<file path="src/rtl/decode_pkg.sv">
// Shared definitions for the ID stage: opcode/funct encodings, ALU control
// codes, the ID/EX control bundle and the primary control decoder.
package decode_pkg;

  localparam logic [5:0] OP_RTYPE = 6'h00;
  localparam logic [5:0] OP_LW    = 6'h23;
  localparam logic [5:0] OP_SW    = 6'h2B;
  localparam logic [5:0] OP_ADDI  = 6'h08;
  localparam logic [5:0] OP_BEQ   = 6'h04;
  localparam logic [5:0] OP_BNE   = 6'h05;
  localparam logic [5:0] OP_J     = 6'h02;

  localparam logic [5:0] FN_ADD = 6'h20;
  localparam logic [5:0] FN_SUB = 6'h22;
  localparam logic [5:0] FN_AND = 6'h24;
  localparam logic [5:0] FN_OR  = 6'h25;
  localparam logic [5:0] FN_SLT = 6'h2A;
  localparam logic [5:0] FN_SLL = 6'h00;
  localparam logic [5:0] FN_SRL = 6'h02;

  localparam logic [3:0] ALU_AND = 4'b0000;
  localparam logic [3:0] ALU_OR  = 4'b0001;
  localparam logic [3:0] ALU_ADD = 4'b0010;
  localparam logic [3:0] ALU_SUB = 4'b0110;
  localparam logic [3:0] ALU_SLT = 4'b0111;
  localparam logic [3:0] ALU_SLL = 4'b1000;
  localparam logic [3:0] ALU_SRL = 4'b1001;

  // ID/EX bundle field order: ctrl, rs, rt, dst, shamt, data1, data2, imm.
  // The control part is shared through this struct; the data part is sized
  // by the stage's WIDTH/RADDR_W parameters.
  typedef struct packed {
    logic       valid;
    logic       regwrite;
    logic       memtoreg;
    logic       memwrite;
    logic       alusrc;
    logic [3:0] alucontrol;
  } ctrl_t;

  // Unsupported opcodes (and j, which needs nothing in EX) decode to all-zero.
  function automatic ctrl_t decode_ctrl(input logic [5:0] op, input logic [5:0] funct);
    ctrl_t c;
    c = '0;
    case (op)
      OP_RTYPE: begin
        c.valid    = 1'b1;
        c.regwrite = 1'b1;
        case (funct)
          FN_ADD:  c.alucontrol = ALU_ADD;
          FN_SUB:  c.alucontrol = ALU_SUB;
          FN_AND:  c.alucontrol = ALU_AND;
          FN_OR:   c.alucontrol = ALU_OR;
          FN_SLT:  c.alucontrol = ALU_SLT;
          FN_SLL:  c.alucontrol = ALU_SLL;
          FN_SRL:  c.alucontrol = ALU_SRL;
          default: c = '0;
        endcase
      end
      OP_LW: begin
        c.valid = 1'b1; c.regwrite = 1'b1; c.memtoreg = 1'b1;
        c.alusrc = 1'b1; c.alucontrol = ALU_ADD;
      end
      OP_SW: begin
        c.valid = 1'b1; c.memwrite = 1'b1; c.alusrc = 1'b1; c.alucontrol = ALU_ADD;
      end
      OP_ADDI: begin
        c.valid = 1'b1; c.regwrite = 1'b1; c.alusrc = 1'b1; c.alucontrol = ALU_ADD;
      end
      OP_BEQ, OP_BNE: begin
        c.valid = 1'b1; c.alucontrol = ALU_SUB;
      end
      default: c = '0;
    endcase
    return c;
  endfunction

endpackage

</file>
<file path="src/rtl/decode_regfile.sv">
// Register file for the ID stage: two async reads, one sync write, r0 tied
// to zero, and write-through of the same-cycle WB write onto the read ports.
module decode_regfile #(
  parameter int WIDTH   = 32,
  parameter int RADDR_W = 5
) (
  input  logic               clk,
  input  logic               rst,
  input  logic [RADDR_W-1:0] raddr1_i,
  input  logic [RADDR_W-1:0] raddr2_i,
  input  logic               we_i,
  input  logic [RADDR_W-1:0] waddr_i,
  input  logic [WIDTH-1:0]   wdata_i,
  output logic [WIDTH-1:0]   rdata1_o,
  output logic [WIDTH-1:0]   rdata2_o
);

  localparam int NREGS = 2**RADDR_W;

  logic [WIDTH-1:0] regs_q [NREGS];

  // Clear all registers on reset; otherwise write WB data, never into r0.
  always_ff @(posedge clk) begin
    if (!rst) begin
      for (int i = 0; i < NREGS; i++) regs_q[i] <= '0;
    end else if (we_i && waddr_i != '0) begin
      regs_q[waddr_i] <= wdata_i;
    end
  end

  // Read ports: r0 is zero, a matching WB write bypasses the array.
  always_comb begin
    rdata1_o = regs_q[raddr1_i];
    rdata2_o = regs_q[raddr2_i];
    if (raddr1_i == '0)                        rdata1_o = '0;
    else if (we_i && raddr1_i == waddr_i)      rdata1_o = wdata_i;
    if (raddr2_i == '0)                        rdata2_o = '0;
    else if (we_i && raddr2_i == waddr_i)      rdata2_o = wdata_i;
  end

endmodule

</file>
<file path="src/rtl/decode_stage_pipe.sv">
// ID stage of the 5-stage MIPS pipeline: register file, control decode,
// branch/jump resolution with MEM forwarding, hazard stall, and the ID/EX
// pipeline register. Define DECODE_PERF_CNT_EN to add the perf counters.
module decode_stage_pipe
  import decode_pkg::*;
#(
  parameter int WIDTH   = 32,
  parameter int RADDR_W = 5
) (
  input  logic               clk,
  input  logic               rst,
  input  logic [WIDTH-1:0]   instr_id,
  input  logic [WIDTH-1:0]   pc4_id,
  input  logic               valid_id,
  input  logic [RADDR_W-1:0] regaddr_ex,
  input  logic [RADDR_W-1:0] regaddr_mem,
  input  logic [RADDR_W-1:0] regaddr_wb,
  input  logic               regwrite_ex,
  input  logic               regwrite_mem,
  input  logic               regwrite_wb,
  input  logic               memtoreg_ex,
  input  logic               memtoreg_mem,
  input  logic [WIDTH-1:0]   aluout_mem,
  input  logic [WIDTH-1:0]   result_wb,
  output logic               stall_if,
  output logic               flush_if,
  output logic               pcsrc,
  output logic [WIDTH-1:0]   pc_target,
  output logic               ex_valid,
  output logic               ex_regwrite,
  output logic               ex_memtoreg,
  output logic               ex_memwrite,
  output logic               ex_alusrc,
  output logic [3:0]         ex_alucontrol,
  output logic [WIDTH-1:0]   ex_data1,
  output logic [WIDTH-1:0]   ex_data2,
  output logic [WIDTH-1:0]   ex_imm,
  output logic [RADDR_W-1:0] ex_rs,
  output logic [RADDR_W-1:0] ex_rt,
  output logic [RADDR_W-1:0] ex_dst,
  output logic [4:0]         ex_shamt
`ifdef DECODE_PERF_CNT_EN
  ,
  output logic [31:0]        perf_stall,
  output logic [31:0]        perf_taken,
  output logic [31:0]        perf_instr
`endif
);

  logic [5:0]              op, funct;
  logic [RADDR_W-1:0]      rs, rt, rd;
  ctrl_t                   ctrl;
  logic                    is_rtype, is_sw, is_br, is_beq, is_bne, is_j;
  logic [WIDTH-1:0]        rd1, rd2, bop1, bop2;
  logic signed [WIDTH-1:0] imm_sext;
  logic [WIDTH-1:0]        br_target, j_target;
  logic                    rt_src, ex_load, ex_wr, mem_load, mem_fwd;
  logic                    load_use, br_hazard, stall, taken;

  assign op       = instr_id[31:26];
  assign funct    = instr_id[5:0];
  assign rs       = RADDR_W'(instr_id[25:21]);
  assign rt       = RADDR_W'(instr_id[20:16]);
  assign rd       = RADDR_W'(instr_id[15:11]);
  assign ctrl     = decode_ctrl(op, funct);
  assign is_rtype = (op == OP_RTYPE);
  assign is_sw    = (op == OP_SW);
  assign is_beq   = (op == OP_BEQ);
  assign is_bne   = (op == OP_BNE);
  assign is_br    = is_beq | is_bne;
  assign is_j     = (op == OP_J);

  decode_regfile #(.WIDTH(WIDTH), .RADDR_W(RADDR_W)) u_regfile (
    .clk      (clk),
    .rst      (rst),
    .raddr1_i (rs),
    .raddr2_i (rt),
    .we_i     (regwrite_wb),
    .waddr_i  (regaddr_wb),
    .wdata_i  (result_wb),
    .rdata1_o (rd1),
    .rdata2_o (rd2)
  );

  // Branch operands: an ALU result sitting in MEM is forwarded; a load in MEM
  // or any producer in EX is not available yet and forces a stall instead.
  assign mem_fwd = regwrite_mem & ~memtoreg_mem & (regaddr_mem != '0);
  assign bop1    = (mem_fwd && regaddr_mem == rs) ? aluout_mem : rd1;
  assign bop2    = (mem_fwd && regaddr_mem == rt) ? aluout_mem : rd2;

  assign rt_src    = is_rtype | is_sw | is_br;
  assign ex_load   = memtoreg_ex & regwrite_ex & (regaddr_ex != '0);
  assign ex_wr     = regwrite_ex & (regaddr_ex != '0);
  assign mem_load  = regwrite_mem & memtoreg_mem & (regaddr_mem != '0);
  assign load_use  = ex_load & ((regaddr_ex == rs) | (rt_src & (regaddr_ex == rt)));
  assign br_hazard = is_br & ((ex_wr & ((regaddr_ex == rs) | (regaddr_ex == rt))) |
                              (mem_load & ((regaddr_mem == rs) | (regaddr_mem == rt))));
  assign stall     = rst & valid_id & (load_use | br_hazard);

  // A stall always beats a taken branch; the branch re-resolves next cycle.
  assign taken = rst & valid_id & ~stall &
                 ((is_beq & (bop1 == bop2)) | (is_bne & (bop1 != bop2)) | is_j);

  assign imm_sext  = {{(WIDTH-16){instr_id[15]}}, instr_id[15:0]};
  assign br_target = pc4_id + {imm_sext[WIDTH-3:0], 2'b00};
  assign j_target  = {pc4_id[WIDTH-1:28], instr_id[25:0], 2'b00};

  assign stall_if  = stall;
  assign pcsrc     = taken;
  assign flush_if  = taken;
  assign pc_target = rst ? (is_j ? j_target : br_target) : '0;

  ctrl_t              ctrl_d, ctrl_q;
  logic [RADDR_W-1:0] rs_d, rt_d, dst_d, rs_q, rt_q, dst_q;
  logic [4:0]         shamt_d, shamt_q;
  logic [WIDTH-1:0]   data1_d, data2_d, imm_d, data1_q, data2_q, imm_q;

  // ID/EX next state: decoded fields, or an all-zero bubble on stall/NOP/empty slot.
  always_comb begin
    ctrl_d  = '0;
    rs_d    = '0;
    rt_d    = '0;
    dst_d   = '0;
    shamt_d = '0;
    data1_d = '0;
    data2_d = '0;
    imm_d   = '0;
    if (valid_id && !stall && ctrl.valid) begin
      ctrl_d  = ctrl;
      rs_d    = rs;
      rt_d    = rt;
      dst_d   = is_rtype ? rd : rt;
      shamt_d = instr_id[10:6];
      data1_d = rd1;
      data2_d = rd2;
      imm_d   = imm_sext;
    end
  end

  // ID/EX pipeline register, zeroed on reset.
  always_ff @(posedge clk) begin
    if (!rst) begin
      ctrl_q  <= '0;
      rs_q    <= '0;
      rt_q    <= '0;
      dst_q   <= '0;
      shamt_q <= '0;
      data1_q <= '0;
      data2_q <= '0;
      imm_q   <= '0;
    end else begin
      ctrl_q  <= ctrl_d;
      rs_q    <= rs_d;
      rt_q    <= rt_d;
      dst_q   <= dst_d;
      shamt_q <= shamt_d;
      data1_q <= data1_d;
      data2_q <= data2_d;
      imm_q   <= imm_d;
    end
  end

  assign ex_valid      = ctrl_q.valid;
  assign ex_regwrite   = ctrl_q.regwrite;
  assign ex_memtoreg   = ctrl_q.memtoreg;
  assign ex_memwrite   = ctrl_q.memwrite;
  assign ex_alusrc     = ctrl_q.alusrc;
  assign ex_alucontrol = ctrl_q.alucontrol;
  assign ex_rs         = rs_q;
  assign ex_rt         = rt_q;
  assign ex_dst        = dst_q;
  assign ex_shamt      = shamt_q;
  assign ex_data1      = data1_q;
  assign ex_data2      = data2_q;
  assign ex_imm        = imm_q;

`ifdef DECODE_PERF_CNT_EN
  function automatic logic [31:0] sat_inc(input logic [31:0] v);
    return (v == 32'hFFFF_FFFF) ? v : v + 32'd1;
  endfunction

  logic [31:0] perf_stall_q, perf_taken_q, perf_instr_q;

  // Saturating event counters for stalls, taken redirects and issued instructions.
  always_ff @(posedge clk) begin
    if (!rst) begin
      perf_stall_q <= '0;
      perf_taken_q <= '0;
      perf_instr_q <= '0;
    end else begin
      if (stall)        perf_stall_q <= sat_inc(perf_stall_q);
      if (taken)        perf_taken_q <= sat_inc(perf_taken_q);
      if (ctrl_d.valid) perf_instr_q <= sat_inc(perf_instr_q);
    end
  end

  assign perf_stall = perf_stall_q;
  assign perf_taken = perf_taken_q;
  assign perf_instr = perf_instr_q;
`endif

endmodule

</file>
<file path="config.mk">
export PLATFORM = sky130hd
export DESIGN_NAME = decode_stage_pipe
export DESIGN_NICKNAME = d
export VERILOG_FILES = /design/src/rtl/decode_pkg.sv /design/src/rtl/decode_regfile.sv /design/src/rtl/decode_stage_pipe.sv
export SDC_FILE = /design/constraint.sdc
export NUM_CORES = 2
export LEC_CHECK = 0
export CAP_MARGIN = 20
export CORE_MARGIN = 2
export CORE_UTILIZATION = 40
export DETAILED_ROUTE_END_ITERATION = 8
export GPL_TIMING_DRIVEN = 0
export PLACE_DENSITY = 0.61
export SETUP_SLACK_MARGIN = 0.02
export SLEW_MARGIN = 40
export SYNTH_ARGS = -nofsm -noshare
export SYNTH_HDL_FRONTEND = slang
export SYNTH_SLANG_ARGS = --single-unit
</file>
<file path="constraint.sdc">
create_clock -name clk -period 4.5 [get_ports clk]
set_clock_uncertainty 0.05 [all_clocks]
set_input_delay 0.675 -clock clk [delete_from_list [all_inputs] [get_ports clk]]
set_output_delay 0.675 -clock clk [all_outputs]
set_load 0.05 [all_outputs]
</file>
# == Word level (Yosys, flattened, before mapping) ==
# Memories as Yosys holds them, arrays and structs flattened.
# Cells that the tools add are included.
# word_totals
word_cells,111
out_inout_bits,160
input_bits,151
ramBits,1024
n_memories,1
regBits,109
# op_classes
n_eq_ne,20
n_reduce_logical,22
n_mux,24
bitwise,30
add_sub_neg,1
# mem_list
name,depth,word_bits,read_ports,rd_clocked_by_memory_dff,write_ports,line_no,source
u_regfile.regs_q,32,32,2,0,32,decode_regfile.sv:20,logic [WIDTH-1:0] regs_q [NREGS];
# ops
cell,n
32-bit two-way mux,9
"6-bit equality test, second input constant",7
32-bit adder,1
32-bit equality test,1
32-bit inequality test,1
32-bit OR reduction,1
5-bit equality test,6
4-bit one-hot mux with 6 select lines,1
1-bit bitwise AND,18
5-bit two-way mux,3
5-bit nonzero test,3
"6-bit by 2-bit equality test with 1-bit output, second input constant",2
"6-bit by 3-bit equality test with 1-bit output, second input constant",2
6-bit zero test,2
4-bit one-hot mux with 3 select lines,1
5-bit zero test,2
1-bit bitwise OR,10
1-bit one-hot mux with 2 select lines,5
1-bit logical AND,7
7-bit OR reduction,1
"6-bit by 4-bit equality test with 1-bit output, second input constant",1
1-bit two-way mux,5
5-bit OR reduction,1
2-bit OR reduction,2
4 further kinds,5

# == Longest topological paths before layout ==
# logic_depth
depth_word,12
depth_mapped,20
depth_no_buf,15

# == Cells and area by module ==
# A second synthesis with hierarchy kept.
# hier_totals
hier_cells,4704
area_unflattened_um2,62230.9
# by_module_without_submodules
mod,cells_per_inst,seq_area_each_um2,instances,area_per_inst_um2
decode_regfile,3744,30749.5,1,54700.0
decode_stage_pipe,960,2082.0,1,7531.0

# == Worst setup path before layout ==
# OpenSTA, ideal clock, no wires.
# synth_path
path_type,input -> output
start,input instr_id[24]
end,output pcsrc
t_required_ps,3775
arrival_time_ps,4377
n_path_buf,4
stages,14
slack_ps,-602
path_cell_list,buf_2 > buf_1 > clkbuf_1 > mux4_2 > a211o_1 > o221a_1 > o22ai_1 > o31ai_1 > nor4_1 > a31oi_1 > nor4b_2 > mux2i_1 > o211ai_1 > buf_4
# synth_between
elab_chain_len,10
word_cells_on_any_way,29
cone_classes,eq/ne (5); mux (3); bitwise (17); reduce/logical (3); memory (1)
# synth_rtl
element,line_no,source
"start, declared",decode_stage_pipe.sv:12,"input logic [WIDTH-1:0] instr_id,"
"parallel branches: the longest is 9 deep, another holds memory 32 x 32 bit",-,
1-bit bitwise AND *,decode_stage_pipe.sv:101,assign taken = rst & valid_id & ~stall &
"end, declared",decode_stage_pipe.sv:27,"output logic pcsrc,"
# Mark *: on every way between the ends.

# == Worst setup path in the final report ==
# layout_path
start,input instr_id[17]
end,output pcsrc
# layout_between
elab_chain_len,10
word_cells_on_any_way,30
cone_classes,eq/ne (5); mux (3); bitwise (18); reduce/logical (3); memory (1)
# layout_rtl
element,line_no
"parallel branches: the longest is 9 deep, another holds memory 32 x 32 bit",-
1-bit bitwise AND *,decode_stage_pipe.sv:101
# Marked as above.

==> flow_summary.ini <==
[detailed_routing]
wl_per_cell_um = 44.7
vias_per_cell = 6.99
ant_nets = 0
vias = 51659
dr.pass1.iters = 7
drc_errors = 0
drt_iter0_drc = 10062
drt-total-wl_um = 331000

[setup_path]
end_kind = output pin
critPathLaunch = instr_id[17]
endpoint = pcsrc
r2r_setup_slack_ns = 1.75
timing.rr.start = u_regfile.regs_q[9][23]
critPathArrivalTime_ns = 5.03
reg2reg_to = ex_data1[23]
criticalPathCategory = input port to output pin
cp_max_fo = 10
critPathLaunchType = input port
crit_required_ns = 3.77
rr_worst_depth = 5

[finish]
seq_area_um2 = 32800
final_common_cell = edfxtp_1
most-common-layout-cells = 1024 x edfxtp_1, 874 x and2_1, 527 x mux4_2, 225 x clkdlybuf4s50_1, 193 x nor3_1
multi_input_area_um2 = 29200
drive_above_1_share_pct = 31.8
nFillCells = 12930
finalNonFillerCells = 7390
fin_nets = 5403
syn2layout_area_growth_pct = 29.1

[cts]
clockRootBuffer = clkbuf_16
clk_transition_reported_paths_ns = 0.06
numCtsBuffers = 132
cts_tree = built
clock_sinks = 1128
cts_max_path_buffers = 3
insertion_delay_ns = 0.84
htree_levels = 4

[yosys]
synth_area_leaders = edfxtp_1 49%, mux4_2 19%, and2_1 8.8%
async_reset_ff_share_pct = 0
synthFlopType = edfxtp_1
netlist_area_um2 = 62100
synth_top_area_share_pct = 49.5
synth_cell_type_count = 85
yosysTopAreaCell = edfxtp_1
ys_seq_area_share_pct = 52.8
synth_edf_count = 1024
avgSynthCellArea_um2 = 13.9
synthCells = 4459
ys_ff_latch = 1128
yosysWarnings = 0

[global_route]
grt_max_degree = 19
overflow = 0
grt_antenna_before_repair = 55
grt_pass1_vias = 48549
grt_pass1_wl_um = 431000
grt_usage_pct = 41.2

[floorplanning]
ios = 311
coreArea_um2 = 154000
initial_utilization_pct = 40.3
num_rows = 144
die-area_um2 = 159000
die_y_um = 398
chipWidth_um = 398

[timing]
min_period_ns = 5.76
timing.hold.ws_ns = 0.0395
period_share_pct = 128
setup_viol = 3
tightestPinTransition_ns = 0.999
grt_setup_unrepaired = yes
fmax_mhz = 174
maxSlewHeadroom_pct = 33.4
hold_viol = 0
fin_ws_ns = -1.26
slew_violations = 0

[pwr]
p_per_area_nw_per_um2 = 360
power_leakage_nw = 28.3
ir_drop_v = 0.000434

[worst_hold_path]
hold_start = instr_id[0]
hp-class = input port to flop

[placed_design]
hpwl_um = 240000
io_buffers = 297
gp_congestion = 1.05
dp_cells = 6968

[run]
drv_cap = 0

[outcome]
violations = negative setup slack
status = finished, violations left
cells in the mapped netlist, types with 18 or more instances:
cell,n
inv_1,35
buf_6,36
ha_1,29
nand2_1,134
nor2_1,149
nand3_1,35
a21oi_1,98
a211oi_1,43
mux4_2,526
and2_1,875
nor3_1,205
a21o_1,23
or3_1,22
dfxtp_1,104
edfxtp_1,1024
buf_4,64
mux2i_1,134
a22oi_1,53
buf_2,63
xor2_1,36
clkbuf_1,262
buf_1,22
o22ai_1,67
o21ai_0,72
and3_1,18
xnor2_1,40
kinds of logic after synthesis:
logic type | count (synthesis) | synth area share [%]
simple gates | 1545 | 14.1
flops | 1128 | 52.8
mux | 673 | 21.6
compound gates | 511 | 5.66
buf+inv | 495 | 4.10
xor+xnor | 76 | 1.07
fa+ha+maj | 30 | 0.616
other cells | 1 | 0.00604
sequential cells by signal, summed over array words and instances, names as in the netlist:
signal,count
ex_memtoreg,1
ex_data1,32
ex_imm,12
ex_valid,1
ex_rt,5
ex_shamt,4
ex_dst,5
ex_regwrite,1
ex_data2,32
ex_alusrc,1
u_regfile.regs_q,1024
ex_memwrite,1
ex_alucontrol,4
ex_rs,5
stage by stage:
step	setup slack (ns)	util, %	TNS (ns)	area, um^2	total power, mW
CTS	-0.990	51.5	-4.91	79500	28.4
global placement	-6.43	44.1	-5612.22	68000	17.0
detailed placement	-3.67	46.2	-171.92	71300	17.2
global route	-1.18	52.0	-2.30	80100	29.2
floorplan	-0.448	-	-0.549	62500	14.9
finish	-1.26	52.0	-2.44	80200	28.9
power by group:
part	internal, mW	total, mW	switching [mW]
registers	11.9	12.2	0.267
clock network	6.12	10.9	4.81
logic	2.29	5.76	3.48
total	20.3	28.9	8.55
worst min-delay path by stage:
stage	cells after the start	slack, ns	endpoint
floorplan	1	0.70	ex_alucontrol[3]
global placement	5	1.03	ex_data1[18]
detailed placement	5	1.04	ex_data1[18]
CTS	2	0.03	ex_imm[13]
global route	2	0.04	ex_imm[0]
finish	2	0.04	ex_imm[0]
repair_timing:
item	in CTS	in global routing
hold buffers	0	0
resized for setup	762	91
pin swaps	86	51
endpoints found under the hold margin	0	0
setup endpoints to repair	128	73
gates cloned	3	0
setup buffers	128	34
worst max-delay path: stages:
cell	delay [ns]
buf_6	0.19
buf_6	0.22
buf_8	0.24
buf_12	0.27
buf_6	0.27
mux4_2	0.35
mux2i_1	0.41
a21oi_1	0.14
nand3_1	0.19
a21oi_2	0.15
a221oi_1	0.31
o22ai_1	0.13
a21oi_1	0.24
and4b_1	0.23
nand4_1	0.17
mux2i_1	0.21
o211ai_1	0.22
buf_4	0.23
buf_8	0.14
layer usage:
| layer | part of all wire [%] | wire length [um] | track usage, % |
|---|---|---|---|
| met5 | 0.21 | 710 | 3.39 |
| met4 | 10 | 34300 | 32.6 |
| met3 | 17 | 57400 | 21.6 |
| met2 | 40 | 133000 | 57.2 |
| met1 | 32 | 105000 | 47.1 |
final cells by class:
| cell class | count | share of cell area, % |
|---|---|---|
| Sequential cell | 1128 | 40.9 |
| Multi-Input combinational cell | 2867 | 36.4 |
| Timing Repair Buffer | 602 | 8.84 |
| Buffer | 450 | 5.00 |
| Clock buffer | 159 | 4.27 |
| Tap cell | 2044 | 3.19 |
| Clock inverter | 77 | 1.02 |
| Inverter | 41 | 0.223 |
| Antenna cell | 22 | 0.0687 |
No activity file was read; power rests on OpenSTA's default activity.
